==> src/rtl/serial_bus_pkg.sv <==
// Shared types and helpers for the serial bus arbiter.
// Optional feature macro: ARB_TIMEOUT_EN (busy-cycle timeout with forced release).
package serial_bus_pkg;

  typedef enum logic [1:0] {
    IDLE    = 2'd0,
    BUSY    = 2'd1,
    RELEASE = 2'd2
  } arb_state_e;

  // Level driven onto any serial line that is not currently routed.
  localparam logic LINE_IDLE = 1'b0;

  // Index of the set bit in a one-hot vector (0 when the vector is empty).
  function automatic int onehot_to_idx(input logic [31:0] oh);
    int idx;
    idx = 0;
    for (int i = 0; i < 32; i++) begin
      if (oh[i]) idx = i;
    end
    return idx;
  endfunction

endpackage

==> src/rtl/serial_bus_arbiter_if.sv <==
// Bus bundle between the masters, the slaves and the arbiter.
// Optional feature macro: ARB_TIMEOUT_EN adds the timeout_err pulse vector.
interface serial_bus_arbiter_if #(
  parameter int MASTERS = 2,
  parameter int SLAVES  = 3,
  parameter int SLAVEID = $clog2(SLAVES)
);
  logic [MASTERS-1:0]         req;
  logic [MASTERS*SLAVEID-1:0] req_slave;
  logic [MASTERS-1:0]         done;
  logic [MASTERS-1:0]         grant;
  logic [MASTERS-1:0]         err;
  logic [MASTERS-1:0]         m_control, m_wD, m_valid, m_last;
  logic [MASTERS-1:0]         m_rD, m_ready;
  logic [SLAVES-1:0]          s_control, s_wD, s_valid, s_last;
  logic [SLAVES-1:0]          s_rD, s_ready;
`ifdef ARB_TIMEOUT_EN
  logic [MASTERS-1:0]         timeout_err;

  // Environment side: masters and slaves drive requests and serial lines.
  modport master (
    output req, req_slave, done, m_control, m_wD, m_valid, m_last, s_rD, s_ready,
    input  grant, err, m_rD, m_ready, s_control, s_wD, s_valid, s_last, timeout_err
  );
  // Arbiter side.
  modport slave (
    input  req, req_slave, done, m_control, m_wD, m_valid, m_last, s_rD, s_ready,
    output grant, err, m_rD, m_ready, s_control, s_wD, s_valid, s_last, timeout_err
  );
`else
  // Environment side: masters and slaves drive requests and serial lines.
  modport master (
    output req, req_slave, done, m_control, m_wD, m_valid, m_last, s_rD, s_ready,
    input  grant, err, m_rD, m_ready, s_control, s_wD, s_valid, s_last
  );
  // Arbiter side.
  modport slave (
    input  req, req_slave, done, m_control, m_wD, m_valid, m_last, s_rD, s_ready,
    output grant, err, m_rD, m_ready, s_control, s_wD, s_valid, s_last
  );
`endif
endinterface

==> src/rtl/serial_bus_arbiter_picker.sv <==
// Combinational round-robin picker: first requester at or above ptr, wrapping.
module arb_rr_picker #(
  parameter int N  = 2,
  parameter int PW = 1
) (
  input  logic [N-1:0]  req,
  input  logic [PW-1:0] ptr,
  output logic [N-1:0]  winner,
  output logic          any_req
);
  logic found;

  // Two passes: upper half [ptr..N-1] first, then the wrapped part [0..ptr-1].
  always_comb begin
    winner  = '0;
    found   = 1'b0;
    any_req = |req;
    for (int i = 0; i < N; i++) begin
      if (!found && req[i] && (i >= int'(ptr))) begin
        winner[i] = 1'b1;
        found     = 1'b1;
      end
    end
    for (int i = 0; i < N; i++) begin
      if (!found && req[i] && (i < int'(ptr))) begin
        winner[i] = 1'b1;
        found     = 1'b1;
      end
    end
  end
endmodule

==> src/rtl/serial_bus_arbiter.sv <==
// Round-robin arbiter/router between serial bus masters and slaves.
// Optional feature macro: ARB_TIMEOUT_EN (forced release after TIMEOUT busy cycles).
module serial_bus_arbiter
  import serial_bus_pkg::*;
#(
  parameter int MASTERS = 2,
  parameter int SLAVES  = 3,
  parameter int SLAVEID = $clog2(SLAVES)
`ifdef ARB_TIMEOUT_EN
  , parameter int TIMEOUT = 1024
`endif
) (
  input  logic clk,
  input  logic resetn,
  serial_bus_arbiter_if.slave bus
);
  localparam int PTRW = (MASTERS > 1) ? $clog2(MASTERS) : 1;

  arb_state_e         state_q, state_d;
  logic [MASTERS-1:0] grant_q, grant_d;
  logic [MASTERS-1:0] err_q, err_d;
  logic [PTRW-1:0]    ptr_q, ptr_d;
  logic [SLAVEID-1:0] sel_q, sel_d;
`ifdef ARB_TIMEOUT_EN
  localparam int CNTW = $clog2(TIMEOUT + 1);
  logic [CNTW-1:0]    cnt_q, cnt_d;
  logic [MASTERS-1:0] tout_q, tout_d;
`endif

  logic [MASTERS-1:0] win_oh;
  logic               any_req;
  int                 win_idx, gnt_idx;
  logic [SLAVEID-1:0] win_slave;
  logic               win_valid;
  logic               gnt_done, gnt_req;

  // Pointer value that puts the master after idx at highest priority.
  function automatic logic [PTRW-1:0] ptr_after(input int idx);
    return (idx >= MASTERS - 1) ? '0 : PTRW'(idx + 1);
  endfunction

  arb_rr_picker #(.N(MASTERS), .PW(PTRW)) u_picker (
    .req     (bus.req),
    .ptr     (ptr_q),
    .winner  (win_oh),
    .any_req (any_req)
  );

  assign win_idx   = onehot_to_idx(32'(win_oh));
  assign gnt_idx   = onehot_to_idx(32'(grant_q));
  assign win_slave = bus.req_slave[win_idx*SLAVEID +: SLAVEID];
  assign win_valid = int'(win_slave) < SLAVES;
  assign gnt_done  = |(bus.done & grant_q);
  assign gnt_req   = |(bus.req & grant_q);

  // Next-state logic: arbitrate in IDLE/RELEASE, watch for completion in BUSY.
  always_comb begin
    state_d = state_q;
    grant_d = grant_q;
    err_d   = '0;
    ptr_d   = ptr_q;
    sel_d   = sel_q;
`ifdef ARB_TIMEOUT_EN
    cnt_d   = cnt_q;
    tout_d  = '0;
`endif
    case (state_q)
      IDLE, RELEASE: begin
        state_d = IDLE;
        if (any_req) begin
          if (win_valid) begin
            grant_d = win_oh;
            sel_d   = win_slave;
            state_d = BUSY;
`ifdef ARB_TIMEOUT_EN
            cnt_d   = '0;
`endif
          end else begin
            // Reject the bad target and let the next master have a turn.
            err_d = win_oh;
            ptr_d = ptr_after(win_idx);
          end
        end
      end
      BUSY: begin
        if (gnt_done || !gnt_req) begin
          grant_d = '0;
          ptr_d   = ptr_after(gnt_idx);
          state_d = RELEASE;
        end
`ifdef ARB_TIMEOUT_EN
        else if (cnt_q == CNTW'(TIMEOUT - 1)) begin
          grant_d = '0;
          ptr_d   = ptr_after(gnt_idx);
          tout_d  = grant_q;
          state_d = RELEASE;
        end else begin
          cnt_d = cnt_q + CNTW'(1);
        end
`endif
      end
      default: state_d = IDLE;
    endcase
  end

  // State registers with asynchronous active-low reset.
  always_ff @(posedge clk or negedge resetn) begin
    if (!resetn) begin
      state_q <= IDLE;
      grant_q <= '0;
      err_q   <= '0;
      ptr_q   <= '0;
      sel_q   <= '0;
`ifdef ARB_TIMEOUT_EN
      cnt_q   <= '0;
      tout_q  <= '0;
`endif
    end else begin
      state_q <= state_d;
      grant_q <= grant_d;
      err_q   <= err_d;
      ptr_q   <= ptr_d;
      sel_q   <= sel_d;
`ifdef ARB_TIMEOUT_EN
      cnt_q   <= cnt_d;
      tout_q  <= tout_d;
`endif
    end
  end

  assign bus.grant = grant_q;
  assign bus.err   = err_q;
`ifdef ARB_TIMEOUT_EN
  assign bus.timeout_err = tout_q;
`endif

  // Routing: only the selected slave and the granted master see live lines.
  logic               route_active;
  logic [SLAVES-1:0]  sel_oh;
  logic               m_control_g, m_wd_g, m_valid_g, m_last_g;
  logic               s_rd_g, s_ready_g;

  assign route_active = (state_q == BUSY);
  assign m_control_g  = |(bus.m_control & grant_q);
  assign m_wd_g       = |(bus.m_wD & grant_q);
  assign m_valid_g    = |(bus.m_valid & grant_q);
  assign m_last_g     = |(bus.m_last & grant_q);
  assign s_rd_g       = |(bus.s_rD & sel_oh);
  assign s_ready_g    = |(bus.s_ready & sel_oh);

  for (genvar gi = 0; gi < SLAVES; gi++) begin : g_slave
    assign sel_oh[gi]        = route_active && (sel_q == SLAVEID'(gi));
    assign bus.s_control[gi] = sel_oh[gi] ? m_control_g : LINE_IDLE;
    assign bus.s_wD[gi]      = sel_oh[gi] ? m_wd_g      : LINE_IDLE;
    assign bus.s_valid[gi]   = sel_oh[gi] ? m_valid_g   : LINE_IDLE;
    assign bus.s_last[gi]    = sel_oh[gi] ? m_last_g    : LINE_IDLE;
  end

  assign bus.m_rD    = route_active ? (grant_q & {MASTERS{s_rd_g}})    : {MASTERS{LINE_IDLE}};
  assign bus.m_ready = route_active ? (grant_q & {MASTERS{s_ready_g}}) : {MASTERS{LINE_IDLE}};

endmodule

==> src/flat_wrapper.sv <==
// flat-port wrapper written by rule: the top's interface ports become plain ports
module serial_bus_arbiter_flat import serial_bus_pkg::*;
#(
  parameter int MASTERS = 2,
  parameter int SLAVES  = 3,
  parameter int SLAVEID = $clog2(SLAVES)

)
  (clk, resetn, bus_req, bus_req_slave, bus_done, bus_m_control, bus_m_wD, bus_m_valid, bus_m_last, bus_s_rD, bus_s_ready, bus_grant, bus_err, bus_m_rD, bus_m_ready, bus_s_control, bus_s_wD, bus_s_valid, bus_s_last);
  serial_bus_arbiter_if #(.MASTERS(MASTERS), .SLAVES(SLAVES), .SLAVEID(SLAVEID)) bus_i ();
  input  logic clk;
  input  logic resetn;
  input wire logic [$bits(bus_i.req)-1:0] bus_req;
  input wire logic [$bits(bus_i.req_slave)-1:0] bus_req_slave;
  input wire logic [$bits(bus_i.done)-1:0] bus_done;
  input wire logic [$bits(bus_i.m_control)-1:0] bus_m_control;
  input wire logic [$bits(bus_i.m_wD)-1:0] bus_m_wD;
  input wire logic [$bits(bus_i.m_valid)-1:0] bus_m_valid;
  input wire logic [$bits(bus_i.m_last)-1:0] bus_m_last;
  input wire logic [$bits(bus_i.s_rD)-1:0] bus_s_rD;
  input wire logic [$bits(bus_i.s_ready)-1:0] bus_s_ready;
  output wire logic [$bits(bus_i.grant)-1:0] bus_grant;
  output wire logic [$bits(bus_i.err)-1:0] bus_err;
  output wire logic [$bits(bus_i.m_rD)-1:0] bus_m_rD;
  output wire logic [$bits(bus_i.m_ready)-1:0] bus_m_ready;
  output wire logic [$bits(bus_i.s_control)-1:0] bus_s_control;
  output wire logic [$bits(bus_i.s_wD)-1:0] bus_s_wD;
  output wire logic [$bits(bus_i.s_valid)-1:0] bus_s_valid;
  output wire logic [$bits(bus_i.s_last)-1:0] bus_s_last;
  assign bus_i.req = bus_req;
  assign bus_i.req_slave = bus_req_slave;
  assign bus_i.done = bus_done;
  assign bus_i.m_control = bus_m_control;
  assign bus_i.m_wD = bus_m_wD;
  assign bus_i.m_valid = bus_m_valid;
  assign bus_i.m_last = bus_m_last;
  assign bus_i.s_rD = bus_s_rD;
  assign bus_i.s_ready = bus_s_ready;
  assign bus_grant = bus_i.grant;
  assign bus_err = bus_i.err;
  assign bus_m_rD = bus_i.m_rD;
  assign bus_m_ready = bus_i.m_ready;
  assign bus_s_control = bus_i.s_control;
  assign bus_s_wD = bus_i.s_wD;
  assign bus_s_valid = bus_i.s_valid;
  assign bus_s_last = bus_i.s_last;
  serial_bus_arbiter #(.MASTERS(MASTERS), .SLAVES(SLAVES), .SLAVEID(SLAVEID)) u_core (.clk(clk), .resetn(resetn), .bus(bus_i));
endmodule
==> config.mk <==
export PLATFORM = sky130hd
export DESIGN_NAME = serial_bus_arbiter_flat
export DESIGN_NICKNAME = d
export VERILOG_FILES = /design/src/rtl/serial_bus_pkg.sv /design/src/rtl/serial_bus_arbiter_if.sv /design/src/rtl/serial_bus_arbiter_picker.sv /design/src/rtl/serial_bus_arbiter.sv /design/src/flat_wrapper.sv
export SDC_FILE = /design/constraint.sdc
export NUM_CORES = 1
export LEC_CHECK = 0
export CORE_ASPECT_RATIO = 0.9
export CORE_MARGIN = 2
export CORE_UTILIZATION = 35
export DETAILED_ROUTE_END_ITERATION = 8
export GPL_ROUTABILITY_DRIVEN = 0
export PLACE_DENSITY = 0.81
export REMOVE_ABC_BUFFERS = 1
export SLEW_MARGIN = 40
export SYNTH_ARGS = -nofsm -noshare
export SYNTH_HDL_FRONTEND = slang
export SYNTH_HIERARCHICAL = 1
export SYNTH_SLANG_ARGS = --single-unit
==> constraint.sdc <==
create_clock -name clk -period 1.99 [get_ports clk]
set_input_delay 0.398 -clock clk [delete_from_list [all_inputs] [get_ports clk]]
set_output_delay 0.398 -clock clk [all_outputs]
set_load 0.005 [all_outputs]
==> results of run 1 <==
## layout make-up
class                   count  area, um2  share of cell area, %
repair buffers             54      479.2                  37.33
multi-input cells          71      504.2                  39.28
clock buffers               4      26.28                  2.047
flip-flops and latches      9      227.7                  17.74
well taps                  25      31.28                  2.437
inverters                   4      15.01                  1.170
## synthesized netlist by cell type, types with 2 or more instances
cell	n	area share, %
nor2_1	19	10
mux2_2	4	6.6
a2bb2oi_1	2	2.6
dfrtp_1	9	33
a21boi_1	2	2.2
inv_1	4	2.2
nand2_1	7	3.9
o21ai_0	4	2.9
or2_1	2	1.8
nand3_1	3	2.2
a22oi_1	6	6.6
nor2b_1	3	2.8
a31oi_1	2	1.8
and2_1	2	1.8
and3_1	2	1.8
a21oi_1	2	1.5
## worst min-delay path by stage
stage	start	to	slack, ps	cells past startpoint
floorplan	resetn	u_core/bus.err[0]$_DFF_PN0_	100	0
global placement	u_core/state_q[1]$_DFFE_PN0P_	u_core/bus.grant[1]$_DFFE_PN0P_	530	1
detailed placement	u_core/state_q[1]$_DFFE_PN0P_	u_core/bus.grant[1]$_DFFE_PN0P_	530	1
CTS	resetn	u_core/bus.err[1]$_DFF_PN0_	450	1
global route	resetn	u_core/bus.err[1]$_DFF_PN0_	460	1
finish	resetn	u_core/sel_q[0]$_DFFE_PN0P_	440	1
## per-stage QoR
| stage | setup WS, ps | utilization (%) | hold WS, ps |
|---|---|---|---|
| 2_1_floorplan | 359.8 | - | 102.4 |
| 3_3_place_gp | -200.0 | 63.80 | 528.3 |
| 3_5_place_dp | -233.8 | 63.80 | 530.3 |
| 4_1_cts | 5.230 | 67.60 | 449.3 |
| 5_1_grt | -5.960 | 68.40 | 460.6 |
| 6_report | 60.62 | 68.40 | 436.9 |
## critical path: cells and delay by family, from the launching register on
family / cells / cell delay (ps)
buffers and inverters: 2 / 720
flip-flops: 1 / 550
## state kept, by name, summed over array words and instances (netlist names)
| name | flops |
|---|---|
| u_core/sel_q | 2 |
| u_core/state_q | 2 |
| u_core/ptr_q | 1 |
| u_core/bus.err | 2 |
| u_core/bus.grant | 2 |
## report_power, final
group / total [mW] / switching, mW / internal, mW
registers: 0.395 / 0.139 / 0.256
logic: 0.753 / 0.333 / 0.420
clock network: 0.143 / 0.0657 / 0.0774
## metal layers
metal  wire length (um)  GRT usage (%)  vias to the layer above  part of all wire, %
li1                   -              -                      418                    -
met4                 19          7.568                        0                 0.80
met3                180          4.934                        4                  7.6
met5                  0              0                        -                    0
met2               1203          39.47                       48                   51
met1                964          23.19                      406                   41
## cell families (layout without fill, tap and decap cells)
family / after synthesis / count (layout)
and+or+nand+nor: 43 / 43
AOI/OAI and AO/OA: 23 / 23
DFF: 9 / 9
muxes: 5 / 5
buffers and inverters: 5 / 62
## what timing repair did
action | 4_1_cts | 5_1_grt
pin swaps | 2 | 1
resized for setup | 32 | 17
hold endpoints to repair | 0 | 0
endpoints found under the setup margin | 16 | 10
buffers inserted | 2 | 1
==> impl_metrics.csv, run 1 <==
group,metric,value,unit
outcome,status,"finished, final reports clean",
floorplan,pin_count,44,
setup_path,critPathLaunch,"u_core/bus.grant[1]$_DFFE_PN0P_",
setup_path,crit_type,"register to output port",
clock_network,cts_num_sinks,9,
grt,grt.overflow.total,0,
setup_path,crit_end,"bus_grant[1]",
clock_network,cts_tree,"yes",
floorplan,initial_core_util,36.27,%
worst_hold_path,min_path_type,"input port to asynchronous set/reset pin",
pwr,power.total,1.291,mW
setup_path,cpMaxStageDelayCell,"dfrtp_1",
setup_path,crit-reg2reg-launch,"u_core/ptr_q$_DFFE_PN0P_",
clock_network,htreeDepth,1,
setup_path,crit_path_start_kind,"register",
timing,finalCriticalPeriod,1929,ps
setup_path,r2r_end,"u_core/bus.grant[1]$_DFFE_PN0P_",
setup_path,r2r_slack,430,ps
drt,wl,2368,um
logic_synthesis,synth_seq_cells,9,
clock_network,cts_made_buffers,3,
drt,drc,0,
final_layout,final_cell_area,1284,um2
setup_path,worstPathCellList,"buf_4, clkdlybuf4s50_1",
place,place_area,1197,um2
logic_synthesis,yosys.area_share.simple,31.07,%
final_layout,nFillCells,157,
floorplan,core,1877,um2
place,dp.cells,160,
clock_network,clockRootBuffer,"clkbuf_4",
flow_run,cap_violations,0,
logic_synthesis,syn-instance-count,85,
floorplan,die-area,2314,um2
drt,viasPerCell,5.246,
logic_synthesis,netlist_area,680.7,um2
pwr,leakage,0.5754,nW
drt,firstDrtPassIters,4,
logic_synthesis,ys_seq_area_share,33.09,%
logic_synthesis,synth.area.mux_share,8.088,%
pwr,powerDensity,1005,nW/um2
logic_synthesis,synth_top_family_by_area,"simple AND/OR/NAND/NOR gates",
clock_network,clkSlewWorstSetupHoldPaths,60,ps
final_layout,antenna_cells,0,
place,dp_hpwl,1718,um
logic_synthesis,synth_compound_area_share,24.82,%
drt,vias,876,
setup_path,cp_slowest_stage_delay,550,ps
timing,setup_viol,0,
final_layout,drive_above_1_share,30.99,%
clock_network,hold_buffers,0,
final_layout,final_cell_mix,"27 x clkdlybuf4s50_1, 16 x nor2_1, 11 x buf_4",
pwr,peakVddDrop,594.8,uV
setup_path,critical_path.max_fanout,8,
grt,grt_pass1_vias,822,
timing,worstMarginPinSlew,422.1,ps
final_layout,stdcell_count,167,
drt,drt_iter0_drc,28,
grt,grt_max_degree,10,
timing,relSlewSlack,71.77,%
grt,antenna_found_initial,0,
logic_synthesis,synth_flop_cell,"dfrtp_1",
logic_synthesis,synthAdderAreaFrac,0,%
final_layout,area_growth_syn_to_layout,88.60,%
setup_path,arrival,1530,ps
timing,fmax,0.5183,GHz
logic_synthesis,synthArstFlopShare,100.0,%
logic_synthesis,yosysWarningCount,6,
logic_synthesis,synth_edf_count,0,
floorplan,die_w,50.49,um
final_layout,layout_commonest_cell,"clkdlybuf4s50_1",
timing,fin_crit_sh,96.95,%
floorplan,die_y,45.84,um
timing,skew,2.842,ps
final_layout,nNetsFinal,167,
setup_path,cp-end-kind,"output port",
drt,ant_nets,0,
clock_network,cts_max_path_buffers,2,
timing,slew_viol_final,0,
timing,hold_violations,0,
place,port_buffers,43,
logic_synthesis,synth-xor-area-share,0,%
timing,setup_tns,0,ps
drt,post_drt_wl_per_cell,14.18,um
grt,grt_pass1_wl,3567,um
floorplan,num_rows,15,
clock_network,worstSkewPairLatency,260,ps
setup_path,worstPathRequired,1590,ps
logic_synthesis,synth.avg_cell_area,8.008,um2
logic_synthesis,yosysUniqueCellTypes,28,
grt,grt_usage,20.90,%
setup_path,r2r_cells,8,
Power figures use the tool's default switching activity.
==> run 2: changes to the inputs <==
- CORE_ASPECT_RATIO: 0.9 -> not set
- SLEW_MARGIN: 40 -> 0
- clock period: 1.99 -> 2.2 ns (I/O delays scaled with it)
==> impl_metrics.csv, run 2 (synthesized netlist as in run 1, its figures left out) <==
group,metric,value,unit
timing,rsz0062_at_grt,"no",
timing,hold_violations,0,
timing,skew,1.954,ps
clock_network,htreeDepth,1,
grt,grt_use_met2,36.80,%
clock_network,cts_max_path_buffers,2,
setup_path,crit_path_start_kind,"register",
place,dp_hpwl,1678,um
worst_hold_path,min_path_type,"input port to asynchronous set/reset pin",
pwr,powerDensity,872.0,nW/um2
floorplan,core,1783,um2
floorplan,initial_core_util,38.18,%
drt,post_drt_wl_per_cell,13.41,um
setup_path,cp-end-kind,"output port",
clock_network,hold_buffers,0,
timing,setup_viol,0,
drt,viasPerCell,5.158,
flow_run,cap_violations,0,
floorplan,die_w,48.10,um
floorplan,pin_count,44,
clock_network,cts_num_sinks,9,
grt,grt_pass1_vias,763,
final_layout,antenna_cells,0,
clock_network,worstSkewPairLatency,260,ps
timing,finalCriticalPeriod,2139,ps
timing,fmax,0.4674,GHz
timing,fin_crit_sh,97.24,%
place,port_buffers,43,
drt,drt_iter0_drc,14,
clock_network,clkSlewWorstSetupHoldPaths,60,ps
timing,slew_viol_final,0,
grt,antenna_found_initial,0,
grt,grt_pass1_wl,3118,um
drt,wl,2118,um
floorplan,die_y,48.10,um
timing,worstMarginPinSlew,422.2,ps
final_layout,drive_above_1_share,18.05,%
grt,met1_usage,21.66,%
grt,grt_max_degree,15,
grt,grt_usage,19.33,%
setup_path,arrival,1700,ps
timing,setup_tns,0,ps
grt,grt.overflow.total,0,
timing,relSlewSlack,71.77,%
pwr,leakage,0.5381,nW
final_layout,final_cell_mix,"35 x clkdlybuf4s50_1, 19 x nor2_1, 7 x dlygate4sd2_1, 7 x nand2_1, 5 x dfrtp_1",
clock_network,cts_made_buffers,3,
floorplan,num_rows,15,
drt,vias,815,
final_layout,layout_commonest_cell,"clkdlybuf4s50_1",
clock_network,cts_tree,"yes",
setup_path,critical_path.max_fanout,7,
final_layout,nNetsFinal,158,
pwr,power.total,1.065,mW
setup_path,crit_type,"register to output port",
drt,ant_nets,0,
clock_network,clockRootBuffer,"clkbuf_4",
grt,top_usage_layer,"met2",
drt,drc,0,
floorplan,die-area,2314,um2
outcome,status,"finished, final reports clean",
grt,grt_util_met3,1.481,%
setup_path,worstPathRequired,1760,ps
drt,firstDrtPassIters,4,
pwr,peakVddDrop,734.4,uV
final_layout,area_growth_syn_to_layout,79.41,%
run 2: path summary, 6_finish.rpt:
path	from	to	slack (ps)	depth (start not counted)
min	resetn	u_core/state_q[1]$_DFFE_PN0P_	480	1
max reg2reg	u_core/ptr_q$_DFFE_PN0P_	u_core/sel_q[0]$_DFFE_PN0P_	590	7
max	u_core/state_q[0]$_DFFE_PN0P_	bus_m_ready[1]	60	5
min reg2reg	u_core/ptr_q$_DFFE_PN0P_	u_core/bus.grant[0]$_DFFE_PN0P_	600	3
max in group asynchronous	resetn	u_core/sel_q[1]$_DFFE_PN0P_	1400	1
min in group clk	u_core/ptr_q$_DFFE_PN0P_	u_core/bus.grant[0]$_DFFE_PN0P_	600	3
run 2: area by class of cell:
| class | count | area, um2 |
|---|---|---|
| tap | 25 | 31.28 |
| fill | 148 | 561.8 |
| timing repair buffer | 45 | 439.2 |
| inverter | 4 | 15.01 |
| sequential | 9 | 230.2 |
| multi-input combinational | 71 | 479.2 |
| clock buffer | 4 | 26.28 |
run 2: report_power, final:
group | switching, mW | internal, mW
Clock | 0.0573 | 0.0699
Sequential | 0.124 | 0.235
Combinational | 0.249 | 0.330
run 2: layer usage:
metal | share of wire [%] | wire length [um] | up-vias
li1 | - | - | 404
met1 | 39 | 832 | 371
met2 | 52 | 1101 | 38
met3 | 8.0 | 169 | 2
met4 | 0.66 | 14 | 0
met5 | 0 | 0 | -
run 2: timing repair:
item,4_1_cts,5_1_grt
setup buffers,1,0
gates resized for setup,12,9
setup endpoints to repair,8,13
run 2: worst max-delay path, stage by stage (launching register included):
cell and delay [ps]:
dfrtp_2 450, and2b_2 260, a22oi_1 210, a2bb2oi_2 190, nor2_1 60, dlygate4sd2_1 260
run 2: metrics by stage:
| stage | hold slack (ps) | setup slack (ps) | area (um2) | utilization (%) | std cells |
|---|---|---|---|---|---|
| finish | 483.2 | 60.65 | 1221 | 68.49 | 158 |
| global route | 506.2 | 0.4589 | 1221 | 68.49 | 158 |
| CTS | 486.1 | -4.485 | 1197 | 67.16 | 158 |
| detailed placement | 515.9 | -164.3 | 1145 | 64.21 | 153 |
| global placement | 511.9 | -87.10 | 1145 | 64.21 | 153 |
| floorplan | 144.4 | 527.8 | 675.6 | - | 84 |
==> run 3: changes to the inputs <==
- SLEW_MARGIN: 0 -> not set
==> results of run 3 <==
No change in the layout: final DEF, timing and power equal those of run 2.
==> RTL edit (config.mk and constraints of run 3) <==
`MASTERS` is set to 2 in 3 places; all go to 8.
--- a/src/rtl/serial_bus_arbiter_if.sv
+++ b/src/rtl/serial_bus_arbiter_if.sv
@@ -1,7 +1,7 @@
 // Bus bundle between the masters, the slaves and the arbiter.
 // Optional feature macro: ARB_TIMEOUT_EN adds the timeout_err pulse vector.
 interface serial_bus_arbiter_if #(
-  parameter int MASTERS = 2,
+  parameter int MASTERS = 8,
   parameter int SLAVES  = 3,
   parameter int SLAVEID = $clog2(SLAVES)
 );
--- a/src/rtl/serial_bus_arbiter.sv
+++ b/src/rtl/serial_bus_arbiter.sv
@@ -3,7 +3,7 @@
 module serial_bus_arbiter
   import serial_bus_pkg::*;
 #(
-  parameter int MASTERS = 2,
+  parameter int MASTERS = 8,
   parameter int SLAVES  = 3,
   parameter int SLAVEID = $clog2(SLAVES)
 `ifdef ARB_TIMEOUT_EN
--- a/src/flat_wrapper.sv
+++ b/src/flat_wrapper.sv
@@ -1,7 +1,7 @@
 // flat-port wrapper written by rule: the top's interface ports become plain ports
 module serial_bus_arbiter_flat import serial_bus_pkg::*;
 #(
-  parameter int MASTERS = 2,
+  parameter int MASTERS = 8,
   parameter int SLAVES  = 3,
   parameter int SLAVEID = $clog2(SLAVES)
 
Ports: changed (11 resized); port bits go from 44 to 116. The function was not compared with the original's and may differ.
==> RTL edit against run 3 <==
The flow now finishes with violations (setup timing). Critical path depth up 7. Register-to-register slack worse by 1.6 ns. Sequential share of layout area down 4.2 points. Worst setup slack worse by 1.0 ns. Wire length rose to 4.1 times the old value. Via count rose to 3.4 times the old value. Total power rose to 4.2 times the old value. Cell area rose to 3.3 times the old value. Highest routed layer unchanged. Area after synthesis rose to 3.0 times the old value. Sequential cell count up 14. Maximum frequency down 32%. Combinational power rose to 5.8 times the old value. Die area rose to 2.8 times the old value.
==> RTL edit: results (changes against run 3) <==
| Metric | Value |
|---|---|
| Relative slew margins | 73.5% (+1.7 points) |
| Failing checks | setup timing |
| Setup WS pre-CTS | -1.46 ns (-1.30 ns) |
| Status | finished, violations left |
| Top cells by area, synth | dfrtp_1, a22oi_1, nor2_1, a22o_1, and2_1 |
| Worst r2r src | u_core/ptr_q[1] |
| Post-synthesis area per instance | 8.37 um^2 (+4.6%) |
| Cell count after placement | 470 (+210%) |
| # nets final | 495 (+210%) |
| Slack of the critical path | -0.964 ns (-1.02 ns) |
| Mux cell area share after synthesis | 5.41% (-2.7 points) |
| Iteration count of the initial detailed-routing pass | 5 (+1) |
| Leak | 1.81 nW (+240%) |
| XOR/XNOR Fraction of Synth Area | 0.431% (+0.43 points) |
| Unique masters post-synth | 55 (+96%) |
| Reg clk slew, reported paths | 0.08 ns (+0.02 ns) |
| Adder-cell share of the synthesized area | 1.85% (+1.8 points) |
| Worst r2r path cells | 12 (+5) |
| Port bufs | 115 (+170%) |
| Vias/cell | 5.57 (+8.0%) |
| Setup Viol. Count Final | 22 (+22) |
| Starting DRT DRC Count | 216 (+202) |
| Via count | 2736 (+240%) |
| Final Skew | 0.00301 ns (+0.00105 ns) |
| Total track usage | 25.6% (+6.2 points) |
| Worst path max stage delay | 0.47 ns (+0.02 ns) |
| CP top delay family | compound AO/OA/AOI/OAI gates |
| Peak VDD IR | 685 uV (-6.7%) |
| Clock root buffer | clkbuf_8 |
| Worst EP arrival | 3.31 ns (+1.61 ns) |
## RTL edit: final cells by class
class / instances / area [um^2]
Tap cell: 72 / 90.1
Clock buffer: 3 / 41.3
Fill cell: 437 / 1610
Inverter: 6 / 22.5
Timing Repair Buffer: 184 / 1640
Clock inverter: 1 / 5.00
Multi-Input combinational cell: 202 / 1590
Sequential cell: 23 / 583
## RTL edit: worst max-delay path by stage
stage	start	endpoint	cells past startpoint
global placement	bus_req[0]	u_core/ptr_q[2]	12
detailed placement	bus_req[0]	u_core/ptr_q[2]	12
floorplan	u_core/ptr_q[1]	u_core/ptr_q[0]	10
CTS	u_core/ptr_q[1]	u_core/ptr_q[1]	12
global route	u_core/ptr_q[1]	u_core/ptr_q[1]	12
finish	u_core/ptr_q[1]	u_core/ptr_q[1]	12
## RTL edit: power groups by stage
| stage | clock network [mW] | registers (mW) | logic, mW |
|---|---|---|---|
| 2_1_floorplan | 0 | 0.760 | 1.44 |
| 3_3_place_gp | 0 | 0.779 | 2.65 |
| 3_5_place_dp | 0 | 0.777 | 2.72 |
| 4_1_cts | 0.253 | 0.794 | 3.15 |
| 5_1_grt | 0.281 | 0.829 | 3.57 |
| 6_report | 0.252 | 0.812 | 3.36 |
## RTL edit: layer usage
| metal | GRT usage, % | up-vias | wire, um | share of wire [%] |
|---|---|---|---|---|
| met5 | 0 | - | 0 | 0 |
| met4 | 6.10 | 0 | 197 | 2.3 |
| met3 | 6.40 | 26 | 844 | 9.8 |
| met2 | 49.2 | 158 | 4430 | 51 |
| met1 | 27.7 | 1292 | 3160 | 37 |
| li1 | - | 1260 | - | - |
## RTL edit: logic make-up after synthesis
family                   count (synthesis)
multiplexers                             9
AND/OR/NAND/NOR                        117
XOR/XNOR                                 1
adder cells (fa/ha/maj)                  3
flip-flops                              23
buffers and inverters                   18
AO/OA/AOI/OAI                           72
## RTL edit: timing repair
item	in CTS	in global routing
gates resized for setup	102	25
setup endpoints to repair	50	38
hold endpoints to repair	0	0
pin swaps	22	18
setup buffers	14	3
## RTL edit: per-stage QoR
stage / power, mW / TNS, ns / util [%]
finish: 4.42 / -19.68 / 71.2
global route: 4.68 / -20.67 / 71.2
detailed placement: 3.50 / -36.16 / 64.5
global placement: 3.43 / -33.30 / 64.5
floorplan: 2.20 / -18.25 / -
CTS: 4.20 / -16.79 / 70.1
